==> src/rtl/core_seq_pkg.sv <==
// Shared types and constants for the core sequencer and its wait timer.
package core_seq_pkg;

  typedef enum logic [2:0] {
    IDLE  = 3'd0,
    FETCH = 3'd1,
    IWAIT = 3'd2,
    EXEC  = 3'd3,
    MEM   = 3'd4,
    WB    = 3'd5
  } seq_state_t;

  localparam logic [31:0] EBREAK_INSN = 32'h0010_0073;
  localparam int unsigned DEFAULT_WAIT_LIMIT = 16;

  // States that wait on an external memory response and are bounded by the timer.
  function automatic logic is_wait_state(input seq_state_t s);
    return (s == FETCH) || (s == IWAIT) || (s == MEM);
  endfunction

endpackage

==> src/rtl/seq_wait_timer.sv <==
// Down-counting response timer: reloaded on entry to a wait state, expires on
// the LIMIT-th consecutive enabled cycle.
module seq_wait_timer
  import core_seq_pkg::*;
#(
  parameter int unsigned LIMIT = DEFAULT_WAIT_LIMIT
) (
  input  logic clk,
  input  logic arst_n,
  input  logic load,
  input  logic enable,
  output logic expire
);

  localparam int unsigned CW = $clog2(LIMIT + 1);
  localparam logic [CW-1:0] LOAD_VAL = CW'(LIMIT - 1);

  logic [CW-1:0] count;

  always_ff @(posedge clk) begin
    if (!arst_n) begin
      count <= '0;
    end else if (load) begin
      count <= LOAD_VAL;
    end else if (enable && (count != '0)) begin
      count <= count - 1'b1;
    end
  end

  // The first cycle in the state sees LIMIT-1, so terminal count lands on cycle LIMIT.
  assign expire = enable && (count == '0);

endmodule

==> src/rtl/core_sequencer.sv <==
// Fetch/execute control sequencer gating datapath strobes around memory handshakes.
// Optional CORE_SEQ_RETIRE_CNT_EN adds a 32-bit retired-instruction counter output.
//
//   state | meaning
//   IDLE  | waiting for start
//   FETCH | imem_req held until imem_gnt
//   IWAIT | waiting for imem_rvalid
//   EXEC  | one decode cycle, branch to MEM/WB/IDLE
//   MEM   | dmem_req held until dmem_ack
//   WB    | single cycle of pc/reg write strobes
module core_sequencer
  import core_seq_pkg::*;
#(
  parameter int unsigned DATA_WIDTH = 32,
  parameter int unsigned WAIT_LIMIT = DEFAULT_WAIT_LIMIT
) (
  input  logic                  clk,
  input  logic                  arst_n,
  input  logic                  start,
  input  logic                  halt_req,
  output logic                  imem_req,
  input  logic                  imem_gnt,
  input  logic                  imem_rvalid,
  input  logic [DATA_WIDTH-1:0] imem_rdata,
  output logic [DATA_WIDTH-1:0] instr_q,
  input  logic                  ctl_pc_write,
  input  logic                  ctl_regwrite,
  input  logic                  ctl_memread,
  input  logic                  ctl_memwrite,
  output logic                  pc_write_en,
  output logic                  reg_write_en,
  output logic                  dmem_req,
  output logic                  dmem_we,
  input  logic                  dmem_ack,
  output logic                  busy,
  output logic                  err,
  output logic [2:0]            state_o
`ifdef CORE_SEQ_RETIRE_CNT_EN
  ,
  output logic [31:0]           retired_cnt
`endif
);

  seq_state_t state;
  seq_state_t state_nxt;
  logic       latch_instr;
  logic       timeout;
  logic       halt_pending;
  logic       tmr_load;
  logic       tmr_expire;

  always_comb begin
    state_nxt   = state;
    latch_instr = 1'b0;
    timeout     = 1'b0;
    case (state)
      IDLE: begin
        if (start) state_nxt = FETCH;
      end
      FETCH: begin
        // A response arriving with the grant skips IWAIT entirely.
        if (imem_gnt && imem_rvalid) begin
          latch_instr = 1'b1;
          state_nxt   = EXEC;
        end else if (imem_gnt) begin
          state_nxt = IWAIT;
        end else if (tmr_expire) begin
          timeout   = 1'b1;
          state_nxt = IDLE;
        end
      end
      IWAIT: begin
        if (imem_rvalid) begin
          latch_instr = 1'b1;
          state_nxt   = EXEC;
        end else if (tmr_expire) begin
          timeout   = 1'b1;
          state_nxt = IDLE;
        end
      end
      EXEC: begin
        if (instr_q == DATA_WIDTH'(EBREAK_INSN)) state_nxt = IDLE;
        else if (ctl_memread || ctl_memwrite)    state_nxt = MEM;
        else                                     state_nxt = WB;
      end
      MEM: begin
        if (dmem_ack) begin
          state_nxt = WB;
        end else if (tmr_expire) begin
          timeout   = 1'b1;
          state_nxt = IDLE;
        end
      end
      WB: begin
        state_nxt = (halt_pending || halt_req) ? IDLE : FETCH;
      end
      default: state_nxt = IDLE;
    endcase
  end

  assign tmr_load = (state_nxt != state) && is_wait_state(state_nxt);

  seq_wait_timer #(
    .LIMIT (WAIT_LIMIT)
  ) u_wait_timer (
    .clk    (clk),
    .arst_n (arst_n),
    .load   (tmr_load),
    .enable (is_wait_state(state)),
    .expire (tmr_expire)
  );

  // Outputs are registered from the next state so they line up with state_o.
  always_ff @(posedge clk) begin
    if (!arst_n) begin
      state        <= IDLE;
      instr_q      <= '0;
      imem_req     <= 1'b0;
      dmem_req     <= 1'b0;
      dmem_we      <= 1'b0;
      pc_write_en  <= 1'b0;
      reg_write_en <= 1'b0;
      busy         <= 1'b0;
      err          <= 1'b0;
      halt_pending <= 1'b0;
    end else begin
      state        <= state_nxt;
      if (latch_instr) instr_q <= imem_rdata;
      imem_req     <= (state_nxt == FETCH);
      dmem_req     <= (state_nxt == MEM);
      dmem_we      <= (state_nxt == MEM) && ctl_memwrite;
      pc_write_en  <= (state_nxt == WB) && ctl_pc_write;
      reg_write_en <= (state_nxt == WB) && ctl_regwrite;
      busy         <= (state_nxt != IDLE);
      if ((state == IDLE) && start) err <= 1'b0;
      else if (timeout)             err <= 1'b1;
      if (state_nxt == IDLE)                halt_pending <= 1'b0;
      else if ((state != IDLE) && halt_req) halt_pending <= 1'b1;
    end
  end

  assign state_o = state;

`ifdef CORE_SEQ_RETIRE_CNT_EN
  always_ff @(posedge clk) begin
    if (!arst_n)                     retired_cnt <= '0;
    else if ((state == IDLE) && start) retired_cnt <= '0;
    else if (state == WB)            retired_cnt <= retired_cnt + 32'd1;
  end
`endif

endmodule

==> config.mk <==
export PLATFORM = sky130hd
export DESIGN_NAME = core_sequencer
export DESIGN_NICKNAME = d
export VERILOG_FILES = /design/src/rtl/core_seq_pkg.sv /design/src/rtl/seq_wait_timer.sv /design/src/rtl/core_sequencer.sv
export SDC_FILE = /design/constraint.sdc
export NUM_CORES = 1
export LEC_CHECK = 0
export BUFFER_PORTS_ARGS = -buffer_cell sky130_fd_sc_hd__buf_4
export CORE_AREA = 4 4 78 80
export DETAILED_ROUTE_END_ITERATION = 12
export DIE_AREA = 0 0 82 84
export PLACE_DENSITY = 0.7
export SYNTH_ARGS = -nofsm -noshare
export SYNTH_HDL_FRONTEND = slang
export SYNTH_HIERARCHICAL = 1
export SYNTH_SLANG_ARGS = --single-unit
export TNS_END_PERCENT = 10
==> constraint.sdc <==
create_clock -name clk -period 2.45 [get_ports clk]
set_input_delay 0.49 -clock clk [delete_from_list [all_inputs] [get_ports clk]]
set_output_delay 0.49 -clock clk [all_outputs]
set_load 0.03 [all_outputs]
; Word-level counts from Yosys, hierarchy flattened
; Index checks and enable logic that the tools add are counted.
[word_totals]
regBits = 48
in_bits = 43
out_inout_bits = 42
wordCells = 71
[classes]
n_addsub = 1
n_eq_ne = 11
n_mux = 21
bitwise = 1
reduce_logical = 25
[op_table]
columns = operator, n
row1 = "== test 32 x 21 -> 1 bit, second input constant", 1
row2 = two-way mux 3 bit, 7
row3 = one-hot mux 3 bit (6 select lines), 1
row4 = "== test 3 bit, second input constant", 4
row5 = "== test 3 x 2 -> 1 bit, second input constant", 3
row6 = logical AND 1 bit, 9
row7 = two-way mux 1 bit, 9
row8 = two-way mux 4 bit, 2
row9 = "== test 3 x 1 -> 1 bit, second input constant", 2
row10 = logical NOT 3 bit, 2
row11 = logical OR 1 bit, 6
row12 = nonzero test 3 bit, 2
row13 = OR reduction 2 bit, 3
row14 = logical NOT 5 bit, 1
row15 = nonzero test 5 bit, 1
row16 = "subtractor 5 x 1 -> 5 bit, second input constant", 1
row17 = inequality test 3 bit, 1
row18 = one-hot mux 1 bit (3 select lines), 1
row19 = one-hot mux 1 bit (2 select lines), 1
row20 = nonzero test 2 bit, 1
row21 = NOT 1 bit, 1

; Longest topological paths before layout
[logic_depth]
depth_word = 13
mapped_depth = 14
depth_no_buf = 12

; Hierarchy
; The synthesis kept the hierarchy.
[by_module_without_submodules]
columns = mod, n_inst, cells_per_inst, area_per_inst_um2, seq_area_each_um2
row1 = core_sequencer, 1, 218, 1806.7, 860.8
row2 = seq_wait_timer, 1, 33, 311.5, 100.1

; Worst setup path after synthesis
; Ideal clock, no wire load.
[synth_path]
path_kind = register -> register
start = register state[1] (netlist: state_o[1])
end = register u_wait_timer.count[1]
setup_time_ns = 0.086
arrival_time_ns = 2.700
t_required_ns = 2.364
setup_slack_ns = -0.335
stages_incl_launch_ff = 14
n_path_buf = 2
synth_period_minus_slack_ns = 2.785
path_cell_list = dfxtp_1 buf_2 nor2_1 nand2_1 o21ai_0 and2_1 nor3_1 a21oi_1 a221o_1 o21a_2 o32ai_1 buf_1 o31ai_1 a211oi_1
[synth_via]
elab_chain_cells = 13
word_cells_on_any_way = 26
cone_classes = 9 x eq/ne / 8 x mux / 9 x reduce/logical
[synth_rtl]
columns = element, line_no
row1 = "start, declared", core_sequencer.sv:44  ; seq_state_t state;
row2 = "start signal, assigned", core_sequencer.sv:127  ; state <= state_nxt;
row3 = == test 3 x 1 -> 1 bit / == test 3 x 2 -> 1 bit (equally long branches), core_seq_pkg.sv:18  ; return (s == FETCH) || (s == IWAIT) || (s == MEM);
row4 = logical OR 1 bit, core_seq_pkg.sv:18
row5 = logical OR 1 bit *, core_seq_pkg.sv:18
row6 = logical AND 1 bit *, seq_wait_timer.sv:31  ; assign expire = enable && (count == '0);
row7 = named net tmr_expire, core_sequencer.sv:50  ; logic tmr_expire;
row8 = two-way mux 3 bit *, "core_sequencer.sv:67, core_sequencer.sv:76, core_sequencer.sv:89"
row9 = two-way mux 3 bit, core_sequencer.sv:65  ; end else if (imem_gnt) begin
row10 = two-way mux 3 bit, core_sequencer.sv:62  ; if (imem_gnt && imem_rvalid) begin
row11 = one-hot mux 3 bit (6 select lines) *, core_sequencer.sv:56  ; case (state)
row12 = == test 3 x 1 -> 1 bit / == test 3 x 2 -> 1 bit (equally long branches), core_seq_pkg.sv:18
row13 = logical OR 1 bit (2 in a row), core_seq_pkg.sv:18
row14 = logical AND 1 bit *, core_sequencer.sv:101  ; assign tmr_load = (state_nxt != state) && is_wait_state(state_nxt);
row15 = named net tmr_load, core_sequencer.sv:49  ; logic tmr_load;
row16 = two-way mux 4 bit / nonzero test 2 bit (equally long branches), -
row17 = "end signal, assigned", seq_wait_timer.sv:26  ; count <= count - 1'b1;
row18 = "end, declared", seq_wait_timer.sv:18  ; logic [CW-1:0] count;
; The timed path passes the listed nets; every way through them passes the cells marked *.
; A chain may end at the register's enable or synchronous reset.

; Final worst setup path
[layout_path]
start = register u_wait_timer.count[0]
end = register u_wait_timer.count[1]
[layout_via]
elab_chain_cells = 11
word_cells_on_any_way = 21
cone_classes = 1 x add/sub / 4 x eq/ne / 8 x mux / 8 x reduce/logical
[layout_rtl]
columns = element, line_no
row1 = logical NOT 5 bit *, seq_wait_timer.sv:31
row2 = logical AND 1 bit *, seq_wait_timer.sv:31
row3 = named net tmr_expire, core_sequencer.sv:50
row4 = two-way mux 3 bit *, "core_sequencer.sv:67, core_sequencer.sv:76, core_sequencer.sv:89"
row5 = two-way mux 3 bit, core_sequencer.sv:65
row6 = two-way mux 3 bit, core_sequencer.sv:62
row7 = one-hot mux 3 bit (6 select lines) *, core_sequencer.sv:56
row8 = == test 3 x 1 -> 1 bit / == test 3 x 2 -> 1 bit (equally long branches), core_seq_pkg.sv:18
row9 = logical OR 1 bit (2 in a row), core_seq_pkg.sv:18
row10 = logical AND 1 bit *, core_sequencer.sv:101
row11 = named net tmr_load, core_sequencer.sv:49
row12 = two-way mux 4 bit / nonzero test 2 bit (equally long branches), -
; The timed path passes the listed nets; every way through them passes the cells marked *. The select of a mux whose other input is x is not followed.

==> key figures <==
Placed design
  • Placed wire-length estimate: 4480 microns
  • Port bufs: 84
  • Placed inst area: 2890 sq um
  • Pre-CTS setup slack: 0.0263 ns
  • RePlAce Congestion: 0.875

Worst setup path
  • Critical path launch point type: flip-flop
  • R2r endpoint: u_wait_timer/count[1]
  • Critical path buffers and inverters: 2
  • Reg-to-reg slack, setup: 0.09 ns
  • CP max FO: 8
  • Crit path DAT: 2.58 ns
  • Crit path max-delay family: compound AO/OA/AOI/OAI gates
  • Required time of the critical path: 2.67 ns
  • Worst path slowest cell: a221o_1
  • R2R cell count: 12
  • Worst setup EP type: flip-flop
  • CP max stage delay: 0.39 ns
  • R2R Path Start: u_wait_timer/count[0]
  • CP Class: flip-flop to flip-flop
  • Worst-path cell chain: inv_1 -> ha_2 -> nor4b_4 -> and2_4 -> nor3_4 -> a21oi_1 -> a221o_1 -> o21a_2 -> o32ai_2 -> buf_4 -> nor2_1 -> a211oi_2

Synthesis
  • Post-synthesis async set-or-reset flop share: 0%
  • Syn Inst Count: 251
  • Dominant synthesized flop cell: dfxtp_1
  • Synthesized cell area: 2120 sq um
  • Ys Warns: 6
  • #FFs+latches synth: 48
  • Number of flops mapped to enable cells by yosys: 0
  • Syn nets: 296
  • Avg Inst Size Synth: 8.44 sq um
  • Synth cell types: 56
  • Post-synthesis sequential area ratio: 45.4%

Timing
  • Slew margin rel.: 75.1%
  • Period utilization: 96.5%
  • Slew Viols, Final: 0
  • RSZ-0062 raised after global routing: true
  • Setup Skew: 0.00537 ns
  • Tmin final: 2.36 ns
  • Fmax: 0.423 GHz
  • Final hold viol count: 0
  • Slew @ Worst Pin: 0.370 ns
  • Setup violation total in the final timing report: 0
  • Final worst slack: 0.0865 ns

Die
  • Die H: 84 microns
  • Die X: 82 microns
  • Area of the die: 6890 sq um
  • Initial Util: 39.2%
  • Core ar.: 5410 sq um
  • IO Count: 85
  • Rows: 27

Clocking
  • TritonCTS clock tree: built
  • Reg clk slew, reported paths: 0.09 ns
  • Root buffer cell: clkbuf_8
  • Clk_lat worst skew: 0.29 ns
  • CTS Buf Count: 5
  • Clock tree buffer depth: 2
  • CTS H-Tree Depth: 2
  • Clock sinks: 48

GRT
  • Vias in the first global route: 1976
  • Pin count of the biggest net entering global routing: 34
  • Remaining global-route overflow: 0
  • First-pass GRT wire length: 9380 microns
  • GRT Overall Usage: 17.0%
  • Initial antenna violation count: 0

Route
  • Routed wire per std cell: 14.5 microns
  • Final WL: 6070 microns
  • Detailed Routing Iterations Pass 1: 4
  • Post-DRT Antenna Nets: 0
  • 1st-iter DRT viols: 94
  • DR DRC count: 0
  • Via count: 2090
  • Vias per cell: 5.00

Power and ir drop
  • Power Density: 669 nW/um^2
  • Leak: 1.28 nW
  • Worst VDD drop: 0.520 mV

Layout
  • Cell area after layout: 3060 sq um
  • Fillers: 515
  • Ant. Diodes: 0
  • Share of cells above drive strength 1: 40.5%
  • Final net count: 390
  • Layout area overhead: 44.7%

Hold path
  • Hold Path Class: primary input to flip-flop
  • Hold path depth: 2
  • HP Start: start
  • WHS Endpoint: err

Outcome
  • Result of the run: finished clean

Job
  • Max Cap Viol: 0
## timing repair
| item | 4_1_cts | 5_1_grt |
|---|---|---|
| resized for setup | 0 | 14 |
| setup endpoints to repair | 1 | 4 |
| pin swaps | 1 | 8 |
| buffers inserted | 0 | 3 |
| hold buffers | 0 | 0 |
## routing by layer
metal  global-route usage, %  part of all wire (%)
met5                       0                     0
met4                    3.17                  0.35
met3                    3.67                   7.9
met2                    28.4                    49
met1                    22.3                    43
## worst max-delay path by stage
stage	startpoint	to	slack, ns	cells past startpoint
after global routing	u_wait_timer/count[0]	u_wait_timer/count[1]	-0.03	13
final	u_wait_timer/count[0]	u_wait_timer/count[1]	0.09	12
after floorplan	state_o[1]	u_wait_timer/count[1]	0.04	12
after global placement	u_wait_timer/count[0]	u_wait_timer/count[1]	0.09	12
after CTS	u_wait_timer/count[0]	u_wait_timer/count[1]	0.03	12
after detailed placement	u_wait_timer/count[0]	u_wait_timer/count[1]	0.03	12
## registers in the layout, summed over array words and instances (netlist names)
signal              cells
state_o                 3
dmem_we                 1
pc_write_en             1
reg_write_en            1
dmem_req                1
halt_pending            1
u_wait_timer/count      5
instr_q                32
busy                    1
err                     1
imem_req                1
## worst register-to-register path: stages (launching register included)
cell and delay, ns:
dfxtp_2 0.34, inv_1 0.06, ha_2 0.19, nor4b_4 0.13, and2_4 0.16, nor3_4 0.09
a21oi_1 0.05, a221o_1 0.39, o21a_2 0.16, o32ai_2 0.26, buf_4 0.21, nor2_1 0.06
a211oi_2 0.20
## kinds of logic after synthesis
group,share of synthesized area (%)
xor+xnor,0.414
fa+ha+maj,1.18
mux,0.473
flops,45.4
compound gates,20.7
simple gates,27.3
buf+inv,4.55
## through the flow
| stage | instances | hold slack (ns) | utilization [%] | power (mW) | setup TNS (ns) |
|---|---|---|---|---|---|
| detailed placement | 407 | 0.461 | 53.5 | 1.51 | 0 |
| global route | 418 | 0.395 | 56.7 | 2.16 | -0.0505 |
| global placement | 407 | 0.455 | 53.5 | 1.50 | 0 |
| CTS | 415 | 0.396 | 55.3 | 2.00 | 0 |
| floorplan | 251 | 0.517 | - | 1.28 | 0 |
| finish | 418 | 0.399 | 56.7 | 2.05 | 0 |
## area by class of cell
type | instances | area, sq um | share of cell area [%]
clock buffer | 6 | 82.6 | 2.69
clock inverter | 2 | 13.8 | 0.449
inverter | 9 | 33.8 | 1.10
multi-input combinational | 180 | 1110 | 36.3
sequential | 48 | 972 | 31.7
tap | 72 | 90.1 | 2.94
timing repair buffer | 101 | 758 | 24.7
## synthesized netlist by cell type, types with 2 or more instances
master    number  area, sq um
nand2_1       67          251
dfxtp_1       48          961
a21oi_1       38          190
nor2_1         9         33.8
clkbuf_1       7         26.3
inv_1          7         26.3
buf_2          5         25.0
o21ai_0        5         25.0
nor3_1         3         15.0
nor4_2         3         37.5
nor4b_2        3         45.0
a21boi_0       2         15.0
and2_1         2         12.5
and3_1         2         12.5
and3b_1        2         17.5
ha_1           2         25.0
inv_2          2         7.51
nand3b_1       2         15.0
nand4_1        2         12.5
nor3b_1        2         15.0
o21a_1         2         15.0
o31a_1         2         17.5
## cells in the final DEF (no fill, tap or decap), drive strengths merged, types with 2 or more instances in the layout
cell | Yosys | layout
nand2 | 68 | 68
nor3b | 2 | 2
nor4b | 5 | 5
nor4 | 4 | 4
o31a | 2 | 2
o21a | 3 | 3
and2 | 2 | 2
clkbuf | 7 | 6
buf | 7 | 101
inv | 9 | 10
nand3b | 2 | 2
nor3 | 3 | 3
and3b | 2 | 2
nand4 | 2 | 2
o211ai | 2 | 2
a21boi | 2 | 2
dfxtp | 48 | 48
ha | 2 | 2
o21ai | 6 | 6
nor2 | 9 | 9
a21oi | 39 | 39
and3 | 2 | 2
## power by group
part	switching, mW	total [mW]	internal, mW
combinational	0.350	0.659	0.309
sequential	0.0593	0.903	0.844
clock	0.258	0.489	0.231
total	0.668	2.05	1.38
Power figures use the tool's default switching activity.
